**src/rtl/gpu_mem_pkg.sv**
```systemverilog
// Shared definitions for the memory-channel arbiter: FSM state encoding and
// default memory address/data widths.
package gpu_mem_pkg;

  localparam int DEFAULT_ADDR_BITS = 8;
  localparam int DEFAULT_DATA_BITS = 8;

  typedef enum logic [2:0] {
    IDLE        = 3'd0,
    READ_WAIT   = 3'd1,
    WRITE_WAIT  = 3'd2,
    READ_RELAY  = 3'd3,
    WRITE_RELAY = 3'd4
  } arb_state_t;

endpackage

```
**src/rtl/rr_picker.sv**
```systemverilog
// Combinational round-robin picker: returns the first requester at or after
// ptr_i, wrapping from N-1 back to 0. Works for any N >= 2, power of two or not.
module rr_picker #(
  parameter int N  = 4,
  parameter int IW = $clog2(N)
) (
  input  logic [N-1:0]  req_i,
  input  logic [IW-1:0] ptr_i,
  output logic          found_o,
  output logic [IW-1:0] idx_o
);

  logic [IW:0] cand;

  // Walk the N candidates in priority order; the one extra bit holds ptr+k
  // before the explicit wrap so non-power-of-two N folds back correctly.
  always_comb begin
    found_o = 1'b0;
    idx_o   = '0;
    cand    = '0;
    for (int k = 0; k < N; k++) begin
      cand = {1'b0, ptr_i} + (IW+1)'(k);
      if (cand >= (IW+1)'(N)) begin
        cand = cand - (IW+1)'(N);
      end
      if (!found_o && req_i[cand[IW-1:0]]) begin
        found_o = 1'b1;
        idx_o   = cand[IW-1:0];
      end
    end
  end

endmodule

```
**src/rtl/mem_arbiter.sv**
```systemverilog
// Round-robin arbiter sharing one memory read/write channel among
// NUM_CONSUMERS requesters, one transaction in flight at a time.
//
// Handshake: a consumer raises *_valid (with address/data) and keeps it high
// until it sees its *_ready. Ready then stays high until the consumer drops
// valid; the cycle valid is seen low ends the transaction. On the memory side
// mem_*_valid is held with a stable address until mem_*_ready is sampled high;
// mem_*_ready is ignored in every other state.
module mem_arbiter
  import gpu_mem_pkg::*;
#(
  parameter int ADDR_BITS     = DEFAULT_ADDR_BITS,
  parameter int DATA_BITS     = DEFAULT_DATA_BITS,
  parameter int NUM_CONSUMERS = 4,
  parameter int ID_BITS       = $clog2(NUM_CONSUMERS)
) (
  input  logic                               clk,
  input  logic                               reset,
  input  logic [NUM_CONSUMERS-1:0]           consumer_read_valid,
  input  logic [NUM_CONSUMERS*ADDR_BITS-1:0] consumer_read_address,
  output logic [NUM_CONSUMERS-1:0]           consumer_read_ready,
  output logic [NUM_CONSUMERS*DATA_BITS-1:0] consumer_read_data,
  input  logic [NUM_CONSUMERS-1:0]           consumer_write_valid,
  input  logic [NUM_CONSUMERS*ADDR_BITS-1:0] consumer_write_address,
  input  logic [NUM_CONSUMERS*DATA_BITS-1:0] consumer_write_data,
  output logic [NUM_CONSUMERS-1:0]           consumer_write_ready,
  output logic                               mem_read_valid,
  output logic [ADDR_BITS-1:0]               mem_read_address,
  input  logic                               mem_read_ready,
  input  logic [DATA_BITS-1:0]               mem_read_data,
  output logic                               mem_write_valid,
  output logic [ADDR_BITS-1:0]               mem_write_address,
  output logic [DATA_BITS-1:0]               mem_write_data,
  input  logic                               mem_write_ready,
  output logic [ID_BITS-1:0]                 grant_id,
  output logic [2:0]                         debug_state
);

  arb_state_t                         state_q;
  logic [ID_BITS-1:0]                 rr_ptr_q;
  logic [ID_BITS-1:0]                 grant_id_q;
  logic                               mem_read_valid_q;
  logic [ADDR_BITS-1:0]               mem_read_address_q;
  logic                               mem_write_valid_q;
  logic [ADDR_BITS-1:0]               mem_write_address_q;
  logic [DATA_BITS-1:0]               mem_write_data_q;
  logic [NUM_CONSUMERS-1:0]           consumer_read_ready_q;
  logic [NUM_CONSUMERS-1:0]           consumer_write_ready_q;
  logic [NUM_CONSUMERS*DATA_BITS-1:0] consumer_read_data_q;

  logic               pick_found;
  logic [ID_BITS-1:0] pick_idx;
  logic [ID_BITS-1:0] rr_ptr_d;

  rr_picker #(
    .N  (NUM_CONSUMERS),
    .IW (ID_BITS)
  ) u_picker (
    .req_i   (consumer_read_valid | consumer_write_valid),
    .ptr_i   (rr_ptr_q),
    .found_o (pick_found),
    .idx_o   (pick_idx)
  );

  // The served consumer moves to lowest priority for the next search.
  assign rr_ptr_d = (grant_id_q == ID_BITS'(NUM_CONSUMERS-1)) ? '0 : grant_id_q + 1'b1;

  // Arbitration FSM with all outputs registered; reset drops any transaction in flight.
  always_ff @(posedge clk or posedge reset) begin
    if (reset) begin
      state_q                <= IDLE;
      rr_ptr_q               <= '0;
      grant_id_q             <= '0;
      mem_read_valid_q       <= 1'b0;
      mem_read_address_q     <= '0;
      mem_write_valid_q      <= 1'b0;
      mem_write_address_q    <= '0;
      mem_write_data_q       <= '0;
      consumer_read_ready_q  <= '0;
      consumer_write_ready_q <= '0;
      consumer_read_data_q   <= '0;
    end else begin
      case (state_q)
        IDLE: begin
          if (pick_found) begin
            grant_id_q <= pick_idx;
            // A consumer holding both valids has its read served first.
            if (consumer_read_valid[pick_idx]) begin
              mem_read_valid_q   <= 1'b1;
              mem_read_address_q <= consumer_read_address[int'(pick_idx)*ADDR_BITS +: ADDR_BITS];
              state_q            <= READ_WAIT;
            end else begin
              mem_write_valid_q   <= 1'b1;
              mem_write_address_q <= consumer_write_address[int'(pick_idx)*ADDR_BITS +: ADDR_BITS];
              mem_write_data_q    <= consumer_write_data[int'(pick_idx)*DATA_BITS +: DATA_BITS];
              state_q             <= WRITE_WAIT;
            end
          end
        end
        READ_WAIT: begin
          if (mem_read_ready) begin
            consumer_read_data_q[int'(grant_id_q)*DATA_BITS +: DATA_BITS] <= mem_read_data;
            consumer_read_ready_q[grant_id_q] <= 1'b1;
            mem_read_valid_q                  <= 1'b0;
            state_q                           <= READ_RELAY;
          end
        end
        WRITE_WAIT: begin
          if (mem_write_ready) begin
            consumer_write_ready_q[grant_id_q] <= 1'b1;
            mem_write_valid_q                  <= 1'b0;
            state_q                            <= WRITE_RELAY;
          end
        end
        READ_RELAY: begin
          if (!consumer_read_valid[grant_id_q]) begin
            consumer_read_ready_q[grant_id_q] <= 1'b0;
            rr_ptr_q                          <= rr_ptr_d;
            state_q                           <= IDLE;
          end
        end
        WRITE_RELAY: begin
          if (!consumer_write_valid[grant_id_q]) begin
            consumer_write_ready_q[grant_id_q] <= 1'b0;
            rr_ptr_q                           <= rr_ptr_d;
            state_q                            <= IDLE;
          end
        end
        default: state_q <= IDLE;
      endcase
    end
  end

  assign consumer_read_ready  = consumer_read_ready_q;
  assign consumer_write_ready = consumer_write_ready_q;
  assign consumer_read_data   = consumer_read_data_q;
  assign mem_read_valid       = mem_read_valid_q;
  assign mem_read_address     = mem_read_address_q;
  assign mem_write_valid      = mem_write_valid_q;
  assign mem_write_address    = mem_write_address_q;
  assign mem_write_data       = mem_write_data_q;
  assign grant_id             = grant_id_q;
  assign debug_state          = state_q;

endmodule

```
**config.mk**
```make
export PLATFORM = sky130hd
export DESIGN_NAME = mem_arbiter
export DESIGN_NICKNAME = d
export VERILOG_FILES = /design/src/rtl/gpu_mem_pkg.sv /design/src/rtl/rr_picker.sv /design/src/rtl/mem_arbiter.sv
export SDC_FILE = /design/constraint.sdc
export NUM_CORES = 1
export LEC_CHECK = 0
export CAP_MARGIN = 20
export CORE_UTILIZATION = 35
export CTS_CLUSTER_SIZE = 24
export DETAILED_ROUTE_END_ITERATION = 10
export HOLD_SLACK_MARGIN = 0.1
export PLACE_DENSITY_LB_ADDON = 0.05
export SLEW_MARGIN = 15
export SYNTH_ARGS = -nofsm -noshare
export SYNTH_HDL_FRONTEND = slang
export SYNTH_HIERARCHICAL = 1
export SYNTH_SLANG_ARGS = --single-unit
```
**constraint.sdc**
```tcl
create_clock -name clk -period 2.7 [get_ports clk]
set_clock_uncertainty 0.05 [all_clocks]
set_input_delay 0.27 -clock clk [delete_from_list [all_inputs] [get_ports clk]]
set_output_delay 0.27 -clock clk [all_outputs]
set_load 0.005 [all_outputs]
```
## Yosys cells after proc, flatten, opt, wreduce, memory -nomap -nowiden

Index checks and enable logic that the tools add are counted.

- Bits in registers: 73
- Word-level logic and storage cells: 132
- Output and inout bits: 71

- $lt $le $gt $ge: 11
- Muxes and demuxes: 54
- Reduce and logical (&&, ||, !) cells: 23
- Shifts and indexed selects: 5
- Eq/ne operators: 12
- Bitwise logic cells: 7
- $add $sub $neg: 9

Operators with widths:

| kind | count |
|---|---|
| $shiftx 32x6->8 | 3 |
| $neg 5->33 | 1 |
| $shift 8x33->32 const A | 1 |
| $shiftx 8x33->32 | 1 |
| $bwmux 32 | 1 |
| $mux 2 | 12 |
| $lt 2x3->1 const B | 6 |
| $mux 1 | 18 |
| $mux 4 | 4 |
| $pmux 4 s2 | 2 |
| $mux 3 | 5 |
| $pmux 3 s5 | 1 |
| $reduce_and 3->1 | 5 |
| $bmux 1 s2 | 7 |
| $ne 2x2->1 const B | 7 |
| $or 4x4->4 | 3 |
| $reduce_bool 2->1 | 5 |
| $ge 3x3->1 const B | 3 |
| $and 4x4->4 | 2 |
| $reduce_and 4->1 | 2 |
| $sub 2x1->2 const B | 4 |
| $add 2x2->3 const B | 2 |
| $eq 3x2->1 const B | 2 |
| $reduce_and 5->1 | 1 |
| other kinds (16) | 23 |

## Longest topological paths before layout

- Depth after elaboration: 19
- Mapped depth: 10
- Mapped depth without buffers: 7

## Cells and area by module

The synthesis kept the hierarchy.

Modules (own cells, without submodules):

| module | instances | cells each | area each (µm²) | sequential area each (µm²) |
|---|---|---|---|---|
| mem_arbiter | 1 | 276 | 3627.2 | 1826.8 |
| rr_picker | 1 | 15 | 77.6 | 0.0 |

## Worst setup path after synthesis

OpenSTA, ideal clock, no wires.

- Path kind: input port to flip-flop
- Start: input port consumer_read_valid[2]
- End: register mem_write_address_q[7], in the netlist mem_write_address[7]
- Slack: 0.020 ns
- Arrival time: 2.503 ns
- Setup time: 0.127 ns
- Path buffers: 3
- Stages on the path: 9
- Data required time: 2.523 ns
- Cell sequence: or2_2 a221o_1 a21oi_1 buf_2 mux4_2 nor2b_1 buf_4 buf_6 mux2_1

- Word-level cells in the longest chain between the ends: 17
- Elaborated cells between the ends (all ways): 28

Ends and longest elaborated chain:

| what | RTL line | RTL |
|---|---|---|
| from (decl) | mem_arbiter.sv:19 | `input logic [NUM_CONSUMERS-1:0] consumer_read_valid,` |
| $or 4x4->4 (*) | mem_arbiter.sv:59 | `.req_i (consumer_read_valid \| consumer_write_valid),` |
| $bmux 1 s2 | rr_picker.sv:26 | `if (!found_o && req_i[cand[IW-1:0]]) begin` |
| $mux 1 (not written as such) | rr_picker.sv:26 |  |
| $mux 1 | rr_picker.sv:26 |  |
| $logic_not 1->1 | rr_picker.sv:26 |  |
| $logic_and 1x1->1 | rr_picker.sv:26 |  |
| $mux 1 | rr_picker.sv:26 |  |
| $logic_not 1->1 | rr_picker.sv:26 |  |
| $logic_and 1x1->1 | rr_picker.sv:26 |  |
| $mux 1 | rr_picker.sv:26 |  |
| $logic_not 1->1 | rr_picker.sv:26 |  |
| $logic_and 1x1->1 | rr_picker.sv:26 |  |
| $mux 2 (*) | rr_picker.sv:26 |  |
| net pick_idx[0] | mem_arbiter.sv:52 | `logic [ID_BITS-1:0] pick_idx;` |
| branches (longest 4 deep; another with $shiftx 32x6->8) | n/a |  |
| to (signal assigned) | mem_arbiter.sv:94 | `mem_write_address_q <= consumer_write_address[int'(pick_idx)*ADDR_BITS +: ADDR_BITS];` |
| to (decl) | mem_arbiter.sv:45 | `logic [ADDR_BITS-1:0] mem_write_address_q;` |

Mark *: on every way through the listed nets, which the timed path passes. The select of a mux whose other input is x is not followed.
A chain may end at the register's enable or synchronous reset.

## Worst setup path after layout

- Start: input port consumer_write_valid[2]
- End: register mem_write_data_q[1], in the netlist mem_write_data[1]

- Word-level cells in the longest chain between the ends: 17
- Elaborated cells between the ends (all ways): 28

Ends and longest elaborated chain:

| what | RTL line | RTL |
|---|---|---|
| from (decl) | mem_arbiter.sv:23 | `input logic [NUM_CONSUMERS-1:0] consumer_write_valid,` |
| $or 4x4->4 (*) | mem_arbiter.sv:59 |  |
| $bmux 1 s2 | rr_picker.sv:26 |  |
| $mux 1 (not written as such) | rr_picker.sv:26 |  |
| $mux 1 | rr_picker.sv:26 |  |
| $logic_not 1->1 | rr_picker.sv:26 |  |
| $logic_and 1x1->1 | rr_picker.sv:26 |  |
| $mux 1 | rr_picker.sv:26 |  |
| $logic_not 1->1 | rr_picker.sv:26 |  |
| $logic_and 1x1->1 | rr_picker.sv:26 |  |
| $mux 1 | rr_picker.sv:26 |  |
| $logic_not 1->1 | rr_picker.sv:26 |  |
| $logic_and 1x1->1 | rr_picker.sv:26 |  |
| $mux 2 (*) | rr_picker.sv:26 |  |
| net pick_idx[0] | mem_arbiter.sv:52 |  |
| branches (longest 4 deep; another with $shiftx 32x6->8) | n/a |  |
| to (signal assigned) | mem_arbiter.sv:95 | `mem_write_data_q <= consumer_write_data[int'(pick_idx)*DATA_BITS +: DATA_BITS];` |
| to (decl) | mem_arbiter.sv:46 | `logic [DATA_BITS-1:0] mem_write_data_q;` |

Marks and branches as above.

==> results.md <==
Outcome:
- The flow ran to the end, and the final reports show no timing, DRC or antenna violations.

Timing:
- The worst-case headroom to the max-slew limit is 0.5854.
- Summed over all failing endpoints, the final setup total negative slack is 0 ps.
- The timing-limited maximum frequency is 380.0 MHz.
- The total count of hold-check failures in the final report is 0.
- Dividing the final minimum period by the clock period gives 0.9747.
- The final-report max-slew violation count was 0.
- At the pin with the least slew margin, the transition time is 621.0 ps.
- Setup repair after global routing left no endpoint under its margin.
- The setup violation total in the final timing report is 0.
- The final worst setup slack is 68.26 ps.
- The shortest clock period the worst path allows after layout is 2632 ps.

Power:
- Of the total power, the share spent switching nets is 0.3281.
- The total power is 0.005658 W.
- The cell-internal power is 0.003802 W.
- The leakage dissipation is 2.485 nW.
- The total power divided by cell area is 926.2 mW/mm^2.
- The worst voltage drop across the vdd grid is 0.0004693 V.
- Of the total power, registers draw 0.321.
- The switching component of the power is 0.001856 W.
- Of the total power, combinational logic draws 0.529.
- Of the total power, the clock network draws 0.150.

Floorplan:
- The boundary pin count is 187.
- The starting density of the core is 0.3605.
- The floorplan step set the die height to 104.9 um.
- The die covers 0.01100 mm^2.
- The horizontal extent of the die is 104.9 um.
- The floorplan core area is 0.01028 mm^2.
- Row generation in the floorplan step produced 37 rows.

Final layout:
- The antenna diode count is 0.
- After the flow finishes, the layout carries non-filler instances totaling 633.
- The multi-input combinational cells in the finished layout cover a total of 0.001774 mm^2.
- The final layout contains 613 nets.
- Once layout is complete, the utilization of the core stands at 0.5944.
- The layout has 879 filler cells.
- In the layout the commonest cells are sky130_fd_sc_hd__clkdlybuf4s50_1, sky130_fd_sc_hd__dfrtp_1, sky130_fd_sc_hd__nand2_1.
- The fraction of layout instances using a drive strength above 1 is 0.1670.
- Across the whole layout, storage elements account for 0.001827 mm^2.
- From synthesis to final layout, the design area changed by 64.88%.
- Leaving out fill and tap cells, the most frequent cell in the layout is sky130_fd_sc_hd__clkdlybuf4s50_1.

Global routing:
- The first global-routing pass estimated 16.91 mm of wire.
- The maximum number of pins on one net before global-route repair is 37.
- Across every metal layer, demand over resource in global routing totals 0.1967.
- The number of global-route vias before repair is 3458.
- The total overflow reported by the global router is 0.
- The initial antenna violation count came to 0.

Logic synthesis:
- The post-synth design cell area is 0.003705 mm^2.
- After synthesis, the share of flip-flops with an asynchronous set or reset is 1.000.
- After synthesis, the mean cell area works out to 12.73 um^2.
- The synthesized design contains 73 register bits.
- Counting every net in the synthesized netlist gives 412.
- The count of warnings emitted by yosys is 6.
- The netlist uses 39 different library cells.
- The most used flip-flop cell after synthesis is sky130_fd_sc_hd__dfrtp_1.
- The number of enable-type register cells in the synthesized netlist is 0.
- The cell count after synthesis came out at 291.
- The share of the Yosys chip area taken by registers is 0.4931.

Critical path:
- The classification of the worst setup path is input port to register.
- The worst setup path is launched from an input port.
- The data arrival time at the worst-slack endpoint is 2800 ps.
- Walking the worst path, the cells encountered are clkdlybuf4s50_1 > or2_4 > a221o_1 > a21oi_4 > mux4_2 > nor2b_4 > clkbuf_16 > mux2_1.
- In this run the worst path has a maximum fanout of 5.
- The cell with the largest stage delay on the worst path is sky130_fd_sc_hd__mux4_2.
- For the worst flop-to-flop path, the logic depth is 7.
- STA classifies the critical path endpoint as a register.
- In this design, the stage delay of the slowest critical-path cell is 600 ps.
- The worst endpoint required time is 2870 ps.

Detailed routing:
- In the final routed layout, each cell accounts on average for 16.16 um.
- The via-per-instance ratio is 4.979.
- The detailed router placed 3152 vias in this run.
- After detailed routing, the number of remaining DRC violations is 0.
- Summed over all layers, the routed wires come to 10.23 mm.
- The number of nets still failing antenna checks after routing is 0.
- The count of routing violations after the opening detailed-route iteration is 83.
- For this run, the detailed router's first-pass iteration total came to 4.

CTS:
- Counting along the longest clock path gives a buffer depth of 2.
- Clock-pin slew was measured on the worst setup and hold paths at 90 ps.
- The latest clock arrival within the worst-skew pair is 330 ps.
- The clock tree synthesis step divided the H-tree into 3 levels.
- The number of hold buffers added after CTS was 0.
- Clock tree synthesis selected as its root buffer the cell sky130_fd_sc_hd__clkbuf_8.
- The count of clock tree sinks is 73.
- TritonCTS built the clock tree.
- The number of buffers added by the clock tree synthesis step is 9.

Placement:
- The HPWL after detailed placement is 8.136 mm.
- The number of port buffers is 186.
- The post-placement cell count is 615.
- Prior to clock tree synthesis, the placed netlist has a worst setup slack of -384.9 ps.
- The final weighted congestion in routability-driven placement is 0.7668.

Hold path:
- The worst hold-check path type is input port to async pin.

Run:
- Max-cap violations in this run came to 0.
repair_timing:
| item | 4_1_cts | 5_1_grt |
|---|---|---|
| pin swaps | 0 | 2 |
| gates cloned | 0 | 1 |
| setup endpoints to repair | 3 | 16 |
| gates resized for setup | 1 | 7 |
| buffers inserted | 0 | 1 |
synth_stat cells (5+ instances only):
| library cell | instances | area [um^2] |
|---|---|---|
| sky130_fd_sc_hd__ha_1 | 5 | 62.56 |
| sky130_fd_sc_hd__clkbuf_1 | 5 | 18.77 |
| sky130_fd_sc_hd__inv_1 | 9 | 33.78 |
| sky130_fd_sc_hd__o21ai_0 | 15 | 75.07 |
| sky130_fd_sc_hd__nand2_1 | 43 | 161.4 |
| sky130_fd_sc_hd__mux2_1 | 24 | 270.3 |
| sky130_fd_sc_hd__dfrtp_1 | 73 | 1827 |
| sky130_fd_sc_hd__nor2_1 | 7 | 26.28 |
| sky130_fd_sc_hd__mux4_2 | 27 | 608.1 |
| sky130_fd_sc_hd__a21oi_1 | 14 | 70.07 |
| sky130_fd_sc_hd__a22o_1 | 20 | 175.2 |
critical path, delay by kind of cell:
| kind | cells | cell delay, ps |
|---|---|---|
| multiplexers | 2 | 910 |
| AND/OR/NAND/NOR | 2 | 470 |
| buffers and inverters | 2 | 600 |
| AO/OA/AOI/OAI | 2 | 550 |
cells by family (layout without fill, tap and decap cells):
logic type	count (synthesis)	count (layout)	share of synthesized area
flops	73	73	0.4931
simple gates	72	72	0.09997
compound gates	60	60	0.1077
mux	53	53	0.2452
buf+inv	28	234	0.03715
fa+ha+maj	5	5	0.01689
worst paths after layout:
| check | start | end | slack [ps] |
|---|---|---|---|
| worst max-delay path | consumer_write_valid[2] | mem_write_data[1] | 70 |
| worst min-delay path | reset | consumer_read_data[15] | 270 |
| worst max register to register | rr_ptr_q[0] | mem_write_data[1] | 220 |
| worst min register to register | mem_write_address[4] | mem_write_address[4] | 440 |
| max in group asynchronous | reset | consumer_read_data[3] | 1710 |
| min in group clk | mem_write_address[4] | mem_write_address[4] | 440 |
metrics by stage:
step / cell area (um^2) / hold WS (ps)
floorplan: 3705 / 347.3
global placement: 5851 / 413.0
detailed placement: 5851 / 424.5
CTS: 6050 / 276.0
global route: 6108 / 316.5
finish: 6108 / 271.4
power groups by stage:
stage | Clock, W | Combinational (W) | Sequential, W
after floorplan | 0 | 0.00152 | 0.00179
after global placement | 0 | 0.00292 | 0.00181
after detailed placement | 0 | 0.00295 | 0.00183
after CTS | 0.000872 | 0.00297 | 0.00182
after global routing | 0.000927 | 0.00326 | 0.00189
final | 0.000847 | 0.00299 | 0.00182
area by class of cell:
| class | instances | area share |
|---|---|---|
| inverter | 11 | 0.006760 |
| multi-input combinational | 190 | 0.2905 |
| clock inverter | 6 | 0.01106 |
| timing repair buffer | 207 | 0.3439 |
| tap | 136 | 0.02786 |
| clock buffer | 10 | 0.02089 |
| sequential | 73 | 0.2991 |
layer usage:
layer,vias to the layer above,GRT usage,part of all wire
met5,-,0,0
met4,0,0.06439,0.012
met3,12,0.05490,0.072
met2,121,0.3359,0.50
met1,1540,0.2398,0.42
li1,1479,-,-
Note: power is estimated with default switching activity, not from simulation.
